### config.mk
export PLATFORM = sky130hd
export DESIGN_NAME = alu_cmd_issuer
export DESIGN_NICKNAME = d
export VERILOG_FILES = /design/src/rtl/alu_pkg.sv /design/src/rtl/alu_cmd_fifo.sv /design/src/rtl/alu_cmd_issuer.sv
export SDC_FILE = /design/constraint.sdc
export NUM_CORES = 1
export LEC_CHECK = 0
export BUFFER_PORTS_ARGS = -buffer_cell sky130_fd_sc_hd__buf_2
export CORE_ASPECT_RATIO = 0.8
export CORE_MARGIN = 2
export CORE_UTILIZATION = 55
export CTS_CLUSTER_DIAMETER = 150
export CTS_CLUSTER_SIZE = 24
export DETAILED_ROUTE_END_ITERATION = 10
export PLACE_DENSITY = 0.79
export SKIP_CTS_REPAIR_TIMING = 1
export SYNTH_ARGS = -nofsm -noshare
export SYNTH_HDL_FRONTEND = slang
export SYNTH_HIERARCHICAL = 1
export SYNTH_SLANG_ARGS = --single-unit
### constraint.sdc
create_clock -name clk -period 3.4 [get_ports clk]
set_input_delay 0.68 -clock clk [delete_from_list [all_inputs] [get_ports clk]]
set_output_delay 0.68 -clock clk [all_outputs]
set_load 0.005 [all_outputs]
### src/rtl/alu_pkg.sv
// rtl/alu_pkg.sv - shared operand, result, opcode, state and command types
package alu_pkg;
  typedef logic [7:0]  operand_t;
  typedef logic [15:0] result_t;

  typedef enum logic [2:0] {
    OP_NOP  = 3'd0,
    OP_ADD  = 3'd1,
    OP_SUB  = 3'd2,
    OP_MUL  = 3'd3,
    OP_AND  = 3'd4,
    OP_OR   = 3'd5,
    OP_XOR  = 3'd6,
    OP_PASS = 3'd7
  } opcode_t;

  typedef enum logic [1:0] {
    ST_IDLE  = 2'd0,
    ST_ISSUE = 2'd1,
    ST_RESP  = 2'd2
  } issuer_state_t;

  typedef struct packed {
    opcode_t  op;
    operand_t a;
    operand_t b;
  } alu_cmd_t;

  localparam int CMD_W = $bits(alu_cmd_t);
endpackage

### src/rtl/alu_cmd_fifo.sv
// rtl/alu_cmd_fifo.sv - power-of-two circular command buffer with occupancy count
module alu_cmd_fifo #(
  parameter int WIDTH = 19,
  parameter int DEPTH = 4
) (
  input  logic                       clk,
  input  logic                       reset,
  input  logic                       push,
  input  logic [WIDTH-1:0]           push_data,
  input  logic                       pop,
  output logic [WIDTH-1:0]           pop_data,
  output logic                       full,
  output logic                       empty,
  output logic [$clog2(DEPTH+1)-1:0] count
);
  localparam int PW = $clog2(DEPTH);
  localparam int CW = $clog2(DEPTH+1);
  localparam logic [CW-1:0] DEPTH_C = CW'(DEPTH);

  logic [WIDTH-1:0] mem [DEPTH];
  logic [PW-1:0]    wr_ptr;
  logic [PW-1:0]    rd_ptr;
  logic             do_push;
  logic             do_pop;

  assign full     = (count == DEPTH_C);
  assign empty    = (count == '0);
  assign do_push  = push && !full;
  assign do_pop   = pop && !empty;
  assign pop_data = mem[rd_ptr];

  always_ff @(posedge clk) begin
    if (do_push) mem[wr_ptr] <= push_data;
  end

  // Pointers are exactly log2(DEPTH) bits, so they wrap modulo DEPTH on overflow.
  always_ff @(posedge clk) begin
    if (reset) begin
      wr_ptr <= '0;
      rd_ptr <= '0;
      count  <= '0;
    end else begin
      if (do_push) wr_ptr <= wr_ptr + 1'b1;
      if (do_pop)  rd_ptr <= rd_ptr + 1'b1;
      if (do_push && !do_pop)      count <= count + 1'b1;
      else if (do_pop && !do_push) count <= count - 1'b1;
    end
  end
endmodule

### src/rtl/alu_cmd_issuer.sv
// rtl/alu_cmd_issuer.sv - buffers ALU commands, issues them one at a time, returns responses
// Optional done-timeout is built when ALU_ISSUER_TIMEOUT_EN is defined.
module alu_cmd_issuer
  import alu_pkg::*;
#(
  parameter int FIFO_DEPTH     = 4,
  parameter int TIMEOUT_CYCLES = 15
) (
  input  logic                            clk,
  input  logic                            reset,
  input  logic                            cmd_valid,
  output logic                            cmd_ready,
  input  opcode_t                         cmd_op,
  input  operand_t                        cmd_a,
  input  operand_t                        cmd_b,
  output logic                            alu_start,
  output opcode_t                         alu_opcode,
  output operand_t                        alu_A,
  output operand_t                        alu_B,
  input  result_t                         alu_result,
  input  logic                            alu_done,
  output logic                            rsp_valid,
  input  logic                            rsp_ready,
  output opcode_t                         rsp_op,
  output result_t                         rsp_result,
  output logic                            rsp_err,
  output logic [$clog2(FIFO_DEPTH+1)-1:0] fifo_count
);
  if (FIFO_DEPTH < 2 || FIFO_DEPTH > 16 || (FIFO_DEPTH & (FIFO_DEPTH - 1)) != 0 ||
      TIMEOUT_CYCLES < 1) begin : g_cfg_check
    $error("alu_cmd_issuer: unsupported FIFO_DEPTH or TIMEOUT_CYCLES");
  end

  issuer_state_t state_q, state_d;
  alu_cmd_t      cmd_in;
  alu_cmd_t      head;
  logic          fifo_pop, fifo_full, fifo_empty;
  logic          capture, timeout;

  assign cmd_in = '{op: cmd_op, a: cmd_a, b: cmd_b};

  alu_cmd_fifo #(
    .WIDTH(CMD_W),
    .DEPTH(FIFO_DEPTH)
  ) u_fifo (
    .clk      (clk),
    .reset    (reset),
    .push     (cmd_valid),
    .push_data(cmd_in),
    .pop      (fifo_pop),
    .pop_data (head),
    .full     (fifo_full),
    .empty    (fifo_empty),
    .count    (fifo_count)
  );

  assign cmd_ready = !fifo_full;
  assign alu_start = (state_q == ST_ISSUE);
  assign rsp_valid = (state_q == ST_RESP);

`ifdef ALU_ISSUER_TIMEOUT_EN
  localparam int TW = $clog2(TIMEOUT_CYCLES + 1);
  localparam logic [TW-1:0] TMO_LAST = TW'(TIMEOUT_CYCLES - 1);
  logic [TW-1:0] tmo_cnt;

  // Counts completed ISSUE cycles; the last allowed cycle without done ends the command.
  always_ff @(posedge clk) begin
    if (reset || state_q != ST_ISSUE) tmo_cnt <= '0;
    else                              tmo_cnt <= tmo_cnt + 1'b1;
  end
  assign timeout = (state_q == ST_ISSUE) && !alu_done && (tmo_cnt == TMO_LAST);

  always_ff @(posedge clk) begin
    if (reset)        rsp_err <= 1'b0;
    else if (capture) rsp_err <= 1'b0;
    else if (timeout) rsp_err <= 1'b1;
  end
`else
  assign timeout = 1'b0;
  assign rsp_err = 1'b0;
`endif

  always_comb begin
    state_d  = state_q;
    fifo_pop = 1'b0;
    capture  = 1'b0;
    case (state_q)
      ST_IDLE: begin
        if (!fifo_empty) begin
          fifo_pop = 1'b1;
          state_d  = ST_ISSUE;
        end
      end
      ST_ISSUE: begin
        if (alu_done) begin
          capture = 1'b1;
          state_d = ST_RESP;
        end else if (timeout) begin
          state_d = ST_RESP;
        end
      end
      ST_RESP: begin
        if (rsp_ready) state_d = ST_IDLE;
      end
      default: state_d = ST_IDLE;
    endcase
  end

  always_ff @(posedge clk) begin
    if (reset) begin
      state_q    <= ST_IDLE;
      alu_opcode <= OP_NOP;
      alu_A      <= '0;
      alu_B      <= '0;
      rsp_op     <= OP_NOP;
      rsp_result <= '0;
    end else begin
      state_q <= state_d;
      if (fifo_pop) begin
        alu_opcode <= head.op;
        alu_A      <= head.a;
        alu_B      <= head.b;
      end
      if (capture) begin
        rsp_op     <= alu_opcode;
        rsp_result <= alu_result;
      end else if (timeout) begin
        rsp_op     <= alu_opcode;
        rsp_result <= '0;
      end
    end
  end
endmodule
**Yosys cells after proc, flatten, opt, wreduce, memory -nomap -nowiden**

Memories as Yosys holds them, arrays and structs flattened. A register that Yosys moved wholly into a read port is not among the register bits.
Index checks and enable logic that the tools add are counted.

- Logic and storage cells: 41
- Bits of input ports: 40
- RAM bits: 76
- Output and inout port bits: 45
- Bits in registers: 28
- Memories: 1

- $add $sub $neg: 4
- Equal/unequal tests: 6
- Reduce and logical (&&, ||, !) cells: 12
- Multiplexer cells: 12

Memories:

| memory | depth | bits a word | rd ports | clocked after Yosys merged registers in | write ports | RTL line | text |
|---|---|---|---|---|---|---|---|
| u_fifo.mem | 4 | 19 | 1 | 1 | 1 | alu_cmd_fifo.sv:20 | `logic [WIDTH-1:0] mem [DEPTH];` |

Operators with widths:

| cell | count |
|---|---|
| $mux 1 | 6 |
| $mux 2 | 3 |
| $mux 3 | 2 |
| $pmux 2 s3 | 1 |
| $add 2x1->2 const B | 2 |
| $logic_and 1x1->1 | 4 |
| $logic_not 1->1 | 4 |
| $ne 2x1->1 const B | 2 |
| $add 3x1->3 const B | 1 |
| $eq 3x3->1 const B | 1 |
| $logic_not 3->1 | 1 |
| $reduce_and 3->1 | 1 |
| $sub 3x1->3 const B | 1 |
| $eq 2x1->1 const B | 1 |
| $eq 2x2->1 const B | 1 |
| $logic_not 2->1 | 1 |
| $ne 2x2->1 const B | 1 |
| $reduce_bool 2->1 | 1 |

**Depth between registers and ports, before layout**

- Depth in word-level cells: 7
- Depth in mapped cells: 10
- Depth with buffers taken out: 9

**By module**

The synthesis kept the hierarchy.

Modules (own cells, without submodules):

| module | cells an instance | area each (µm²) | times used | seq. area each (µm²) |
|---|---|---|---|---|
| alu_cmd_fifo | 147 | 3221.8 | 1 | 2462.4 |
| alu_cmd_issuer | 182 | 1840.5 | 1 | 800.8 |

**Least setup slack after synthesis**

OpenSTA, ideal clock, no wires.

- Kind: register to register
- Start: reg u_fifo.count[0]
- End: reg u_fifo.count[2]
- Arrival: 2.386 ns
- Slack: 0.944 ns
- Cell stages (with the launch flop): 11
- Path buffers: 1
- Setup time: 0.070 ns
- Clock period less this slack: 2.456 ns
- Data required time: 3.330 ns
- Path through: dfxtp_1 > nor3_1 > buf_2 > nor3_2 > o31ai_2 > ha_1 > inv_1 > fa_1 > xor2_1 > or3_1 > a21oi_1

- Word-level cells in the longest chain between the ends: 7
- Elaborated cells between the ends (all ways): 17
- Classes of those cells: add/sub: 2; eq/ne: 1; mux: 4; reduce/logical: 10

Ends and longest elaborated chain:

| element | RTL line | text |
|---|---|---|
| start, declared | alu_cmd_fifo.sv:14 | `output logic [$clog2(DEPTH+1)-1:0] count` |
| start signal, assigned | alu_cmd_fifo.sv:45 | `if (do_push && !do_pop) count <= count + 1'b1;` |
| start signal, assigned | alu_cmd_fifo.sv:46 | `else if (do_pop && !do_push) count <= count - 1'b1;` |
| $logic_not 3->1 * | alu_cmd_fifo.sv:27 | `assign empty = (count == '0);` |
| net fifo_empty | alu_cmd_issuer.sv:37 | `logic fifo_pop, fifo_full, fifo_empty;` |
| $mux 1 * | alu_cmd_issuer.sv:89 | `if (!fifo_empty) begin` |
| $mux 1 * | alu_cmd_issuer.sv:87 | `case (state_q)` |
| net fifo_pop | alu_cmd_issuer.sv:37 |  |
| $logic_and 1x1->1 * | alu_cmd_fifo.sv:29 | `assign do_pop = pop && !empty;` |
| $logic_not 1->1 | alu_cmd_fifo.sv:45 |  |
| $logic_and 1x1->1 | alu_cmd_fifo.sv:45 |  |
| $mux 3 / $reduce_bool 2->1 (equally long branches) | -- |  |

The timed path passes the listed nets; every way through them passes the cells marked *. The select of a mux whose other input is x is not followed.
A chain may end at the register's enable or synchronous reset.

**Final worst setup path**

Same ends and word-level chain as after synthesis.

==> results.md <==
Place
* 5700 µm — DP HPWL
* 0.728 — routability congestion estimate from global placement
* 83 — number of buffers added on ports

Power
* 21.8% — Combinational Power Share
* 4.69 mW — total power draw
* 410 µV — maximum vdd drop
* 35.7% — fraction of power consumed by the clock network
* 1.34 mW — switching power
* 774 mW/mm² — power per cell area
* 3.36 mW — cell-internal power
* 28.5% — switching power as a share of total power
* 2.31 nW — reported leakage power
* 42.5% — Flop pwr share

Timing
* 75.3% — share of the cycle needed by the critical path after routing
* 32.1% — headroom to the max-slew limit
* 391 MHz — Achievable Freq
* 0 ps — total negative slack for setup checks
* 0 — Fin. Hold Viols
* 2560 ps — final period demand of the worst path
* 8.75 ps — clock skew
* 1020 ps — slew at the pin closest to its max-slew limit
* no — RSZ-0062 raised after global routing
* 0 — Final Max Tran Viols
* 0 — setup violators final
* 468 ps — Hold Slack

Layout
* 34.1% — fraction of layout cells with a size suffix above 1
* 603 — FILL cells
* 67.4% — final core utilization
* 19.9% — signed area change from the synthesized netlist to the final layout
* 0 — ant diodes
* 459 — Final nets

Critical path
* u_fifo/count[2] — critical register-to-register path endpoint
* flop — Setup crit start kind
* 840 ps — internal reg-to-reg setup slack
* sky130_fd_sc_hd__dfxtp_1 — slowest cell on the critical path
* sky130_fd_sc_hd__nor3_2 — Most Frequent Cell on Critical Path
* u_fifo/count[0] — Reg2Reg Launch Point
* 2 — worst path buffer plus inverter count
* 410 ps — slowest stage delay, CP
* nor3_2, buf_4, nor3_2, o31ai_2, ha_1, inv_1, fa_1, xor2_1, or3_1, a21oi_1 — Critical Path, Cell by Cell
* flop — endpoint kind of the worst setup timing path
* 10 — number of cells on the worst reg-to-reg path
* 3720 ps — Worst Path Required
* 34 — biggest fanout along the worst timing path
* 2880 ps — Data arrival, critical path
* flop to flop — kind of critical path
* simple AND/OR/NAND/NOR gates — Largest delay share family, worst path

CTS
* 400 ps — clock network latency to the later pin of the worst-skew pair
* 60 ps — Clock transition at path regs
* yes — clock tree from TritonCTS
* 4 — H-tree depth reported by CTS
* 125 — clock net sink count
* 17 — Inserted Clock Buffers
* 2 — Longest Clk Path Bufs
* sky130_fd_sc_hd__clkbuf_16 — clock root buffer master

Logic synthesis
* 64.5% — register area share after synthesis
* sky130_fd_sc_hd__edfxtp_1 — main flop type after synthesis
* 15.4 µm² — synthesized area per cell
* 0.00506 mm² — post-synthesis instance area
* 6 — synthesis warning total
* 34 — Synth cell types
* 329 — Post-Syn Instances
* 125 — synthesis-stage register bit count
* 0% — Async SR Flop Fraction
* 76 — number of synthesized flops with an enable pin
* 375 — Syn Nets

Route
* 0 — DRC Markers
* 4 — number of detailed-routing iterations run before antenna repair
* 2,892 — total number of vias
* 238 — initial detailed-routing violation count
* 16.7 µm — Wirelength per Cell
* 9010 µm — final wirelength
* 5.36 — DR vias/cell
* 0 — Detail Route Antenna Nets

Floorplanning
* 85 — I/O pin cnt
* 31 — number of cell rows
* 56.3% — effective utilization at floorplan
* 111 µm — die width
* 0.00999 mm² — area of the die
* 0.00900 mm² — core outline area
* 89.8 µm — Die Height

Global route
* 18.8% — Total GRT Usage
* 0 — sum of overflow across all layers after global routing
* 14,400 µm — wire length of the first global-routing pass
* 69 — maximum number of pins on one net before global-route repair
* 2,776 — via count of the first global-routing pass
* 0 — number of antenna violations at the first check in global routing

Min path
* 2 — cell depth of the worst hold path
* alu_A[0] — WHS Endpoint
* flop to flop — Hold WC Path Type
* alu_A[0] — startpoint of the most critical hold path

Job
* 0 — max capacitance violation total

Status
* complete, no violations — run status

-- synthesized netlist by cell type (all sizes together) (2+ instances only) --
| master | n | area (µm²) |
|---|---|---|
| edfxtp | 76 | 2280 |
| mux2i | 24 | 240 |
| o31ai | 17 | 133 |
| or3 | 2 | 12.5 |
| buf | 17 | 141 |
| xor2 | 4 | 35.0 |
| ha | 5 | 62.6 |
| or4b | 16 | 160 |
| a21oi | 19 | 95.1 |
| inv | 5 | 18.8 |
| clkbuf | 8 | 30.0 |
| mux4 | 19 | 428 |
| nor2 | 6 | 25.0 |
| nor2b | 3 | 18.8 |
| dfxtp | 49 | 981 |
| nand2b | 43 | 269 |
| and2 | 4 | 25.0 |
| nor3 | 2 | 15.0 |
| o21ai | 2 | 10.0 |
-- power by group through the flow --
stage	registers (mW)	logic (mW)	clock network [mW]
2_1_floorplan	2.00	0.734	0
3_3_place_gp	2.01	0.998	0
3_5_place_dp	2.02	1.03	0
4_1_cts	1.99	1.03	1.71
5_1_grt	2.02	1.13	1.77
6_report	1.99	1.03	1.68
-- tightest hold or removal path: cells and delay by family, from the launching register on --
family / cells / cell delay [ps]
flops: 1 / 310
compound gates: 2 / 120
-- per-layer routing --
layer	vias up	global-route usage [%]	part of all wire, %
li1	1416	-	-
met4	0	5.56	0.73
met2	84	27.8	46
met1	1386	27.0	48
met3	6	6.00	4.9
met5	-	0	0
-- placed cells by master, fill, tap and decap left out, types with 2 or more instances in the layout --
| master | netlist | routed |
|---|---|---|
| sky130_fd_sc_hd__buf_2 | 7 | 83 |
| sky130_fd_sc_hd__edfxtp_1 | 76 | 76 |
| sky130_fd_sc_hd__dfxtp_1 | 49 | 49 |
| sky130_fd_sc_hd__nand2b_1 | 43 | 43 |
| sky130_fd_sc_hd__mux2i_1 | 24 | 24 |
| sky130_fd_sc_hd__a21oi_1 | 19 | 19 |
| sky130_fd_sc_hd__mux4_2 | 19 | 19 |
| sky130_fd_sc_hd__clkbuf_16 | 0 | 17 |
| sky130_fd_sc_hd__or4b_1 | 16 | 16 |
| sky130_fd_sc_hd__o31ai_1 | 16 | 16 |
| sky130_fd_sc_hd__buf_4 | 2 | 7 |
| sky130_fd_sc_hd__inv_1 | 5 | 5 |
| sky130_fd_sc_hd__inv_6 | 0 | 5 |
| sky130_fd_sc_hd__nor2_1 | 5 | 5 |
| sky130_fd_sc_hd__ha_1 | 5 | 5 |
| sky130_fd_sc_hd__and2_1 | 4 | 4 |
| sky130_fd_sc_hd__xor2_1 | 4 | 4 |
| sky130_fd_sc_hd__nor2b_1 | 3 | 3 |
| sky130_fd_sc_hd__clkinvlp_4 | 0 | 3 |
| sky130_fd_sc_hd__nor3_2 | 1 | 2 |
| sky130_fd_sc_hd__clkinv_4 | 0 | 2 |
| sky130_fd_sc_hd__o21ai_0 | 2 | 2 |
| sky130_fd_sc_hd__or3_1 | 2 | 2 |
-- state kept, by name, summed over array words and instances (netlist names), named ones only --
| name | count |
|---|---|
| u_fifo/mem | 76 |
| alu_B | 8 |
| u_fifo/count | 3 |
| rsp_op | 3 |
| alu_A | 8 |
| alu_opcode | 3 |
| rsp_result | 16 |
| state_q | 2 |
| u_fifo/wr_ptr | 2 |
| u_fifo/rd_ptr | 2 |
-- layout make-up --
class                           instances  area (µm²)  share of cell area, %
Sequential cell                       125        3260                   53.8
Timing Repair Buffer                   90         468                   7.71
Clock buffer                           17         425                   7.01
Clock inverter                         14         135                   2.23
Multi-Input combinational cell        174        1610                   26.6
Tap cell                              115         144                   2.37
Inverter                                5        18.8                  0.309
-- worst max-delay path by stage --
stage,startpoint,end,slack (ps),depth (start not counted)
6_report,u_fifo/count[0],u_fifo/count[2],840,10
5_1_grt,u_fifo/count[0],u_fifo/count[2],710,10
3_5_place_dp,u_fifo/count[0],u_fifo/count[2],890,10
2_1_floorplan,u_fifo/count[0],u_fifo/count[2],940,10
3_3_place_gp,u_fifo/count[0],u_fifo/count[2],980,10
4_1_cts,u_fifo/count[0],u_fifo/count[2],850,10
-- kinds of logic (layout without fill, tap and decap cells) --
family / count (synthesis) / in the layout / share of synthesized area, %
XOR/XNOR: 4 / 4 / 0.692
AO/OA/AOI/OAI: 40 / 40 / 5.07
adder cells (fa/ha/maj): 6 / 6 / 1.63
buffers and inverters: 30 / 126 / 3.76
multiplexers: 43 / 43 / 13.2
AND/OR/NAND/NOR: 80 / 80 / 11.1
other: 1 / 1 / 0.0741
flip-flops: 125 / 125 / 64.5
-- metrics by stage --
stage	instance area, µm²	cells	worst slack (ps)
global placement	5510	509	985
detailed placement	5510	509	893
floorplan	5060	329	944
global route	6070	540	707
finish	6070	540	841
CTS	6070	540	853
Note: power is estimated with default switching activity, not from simulation.
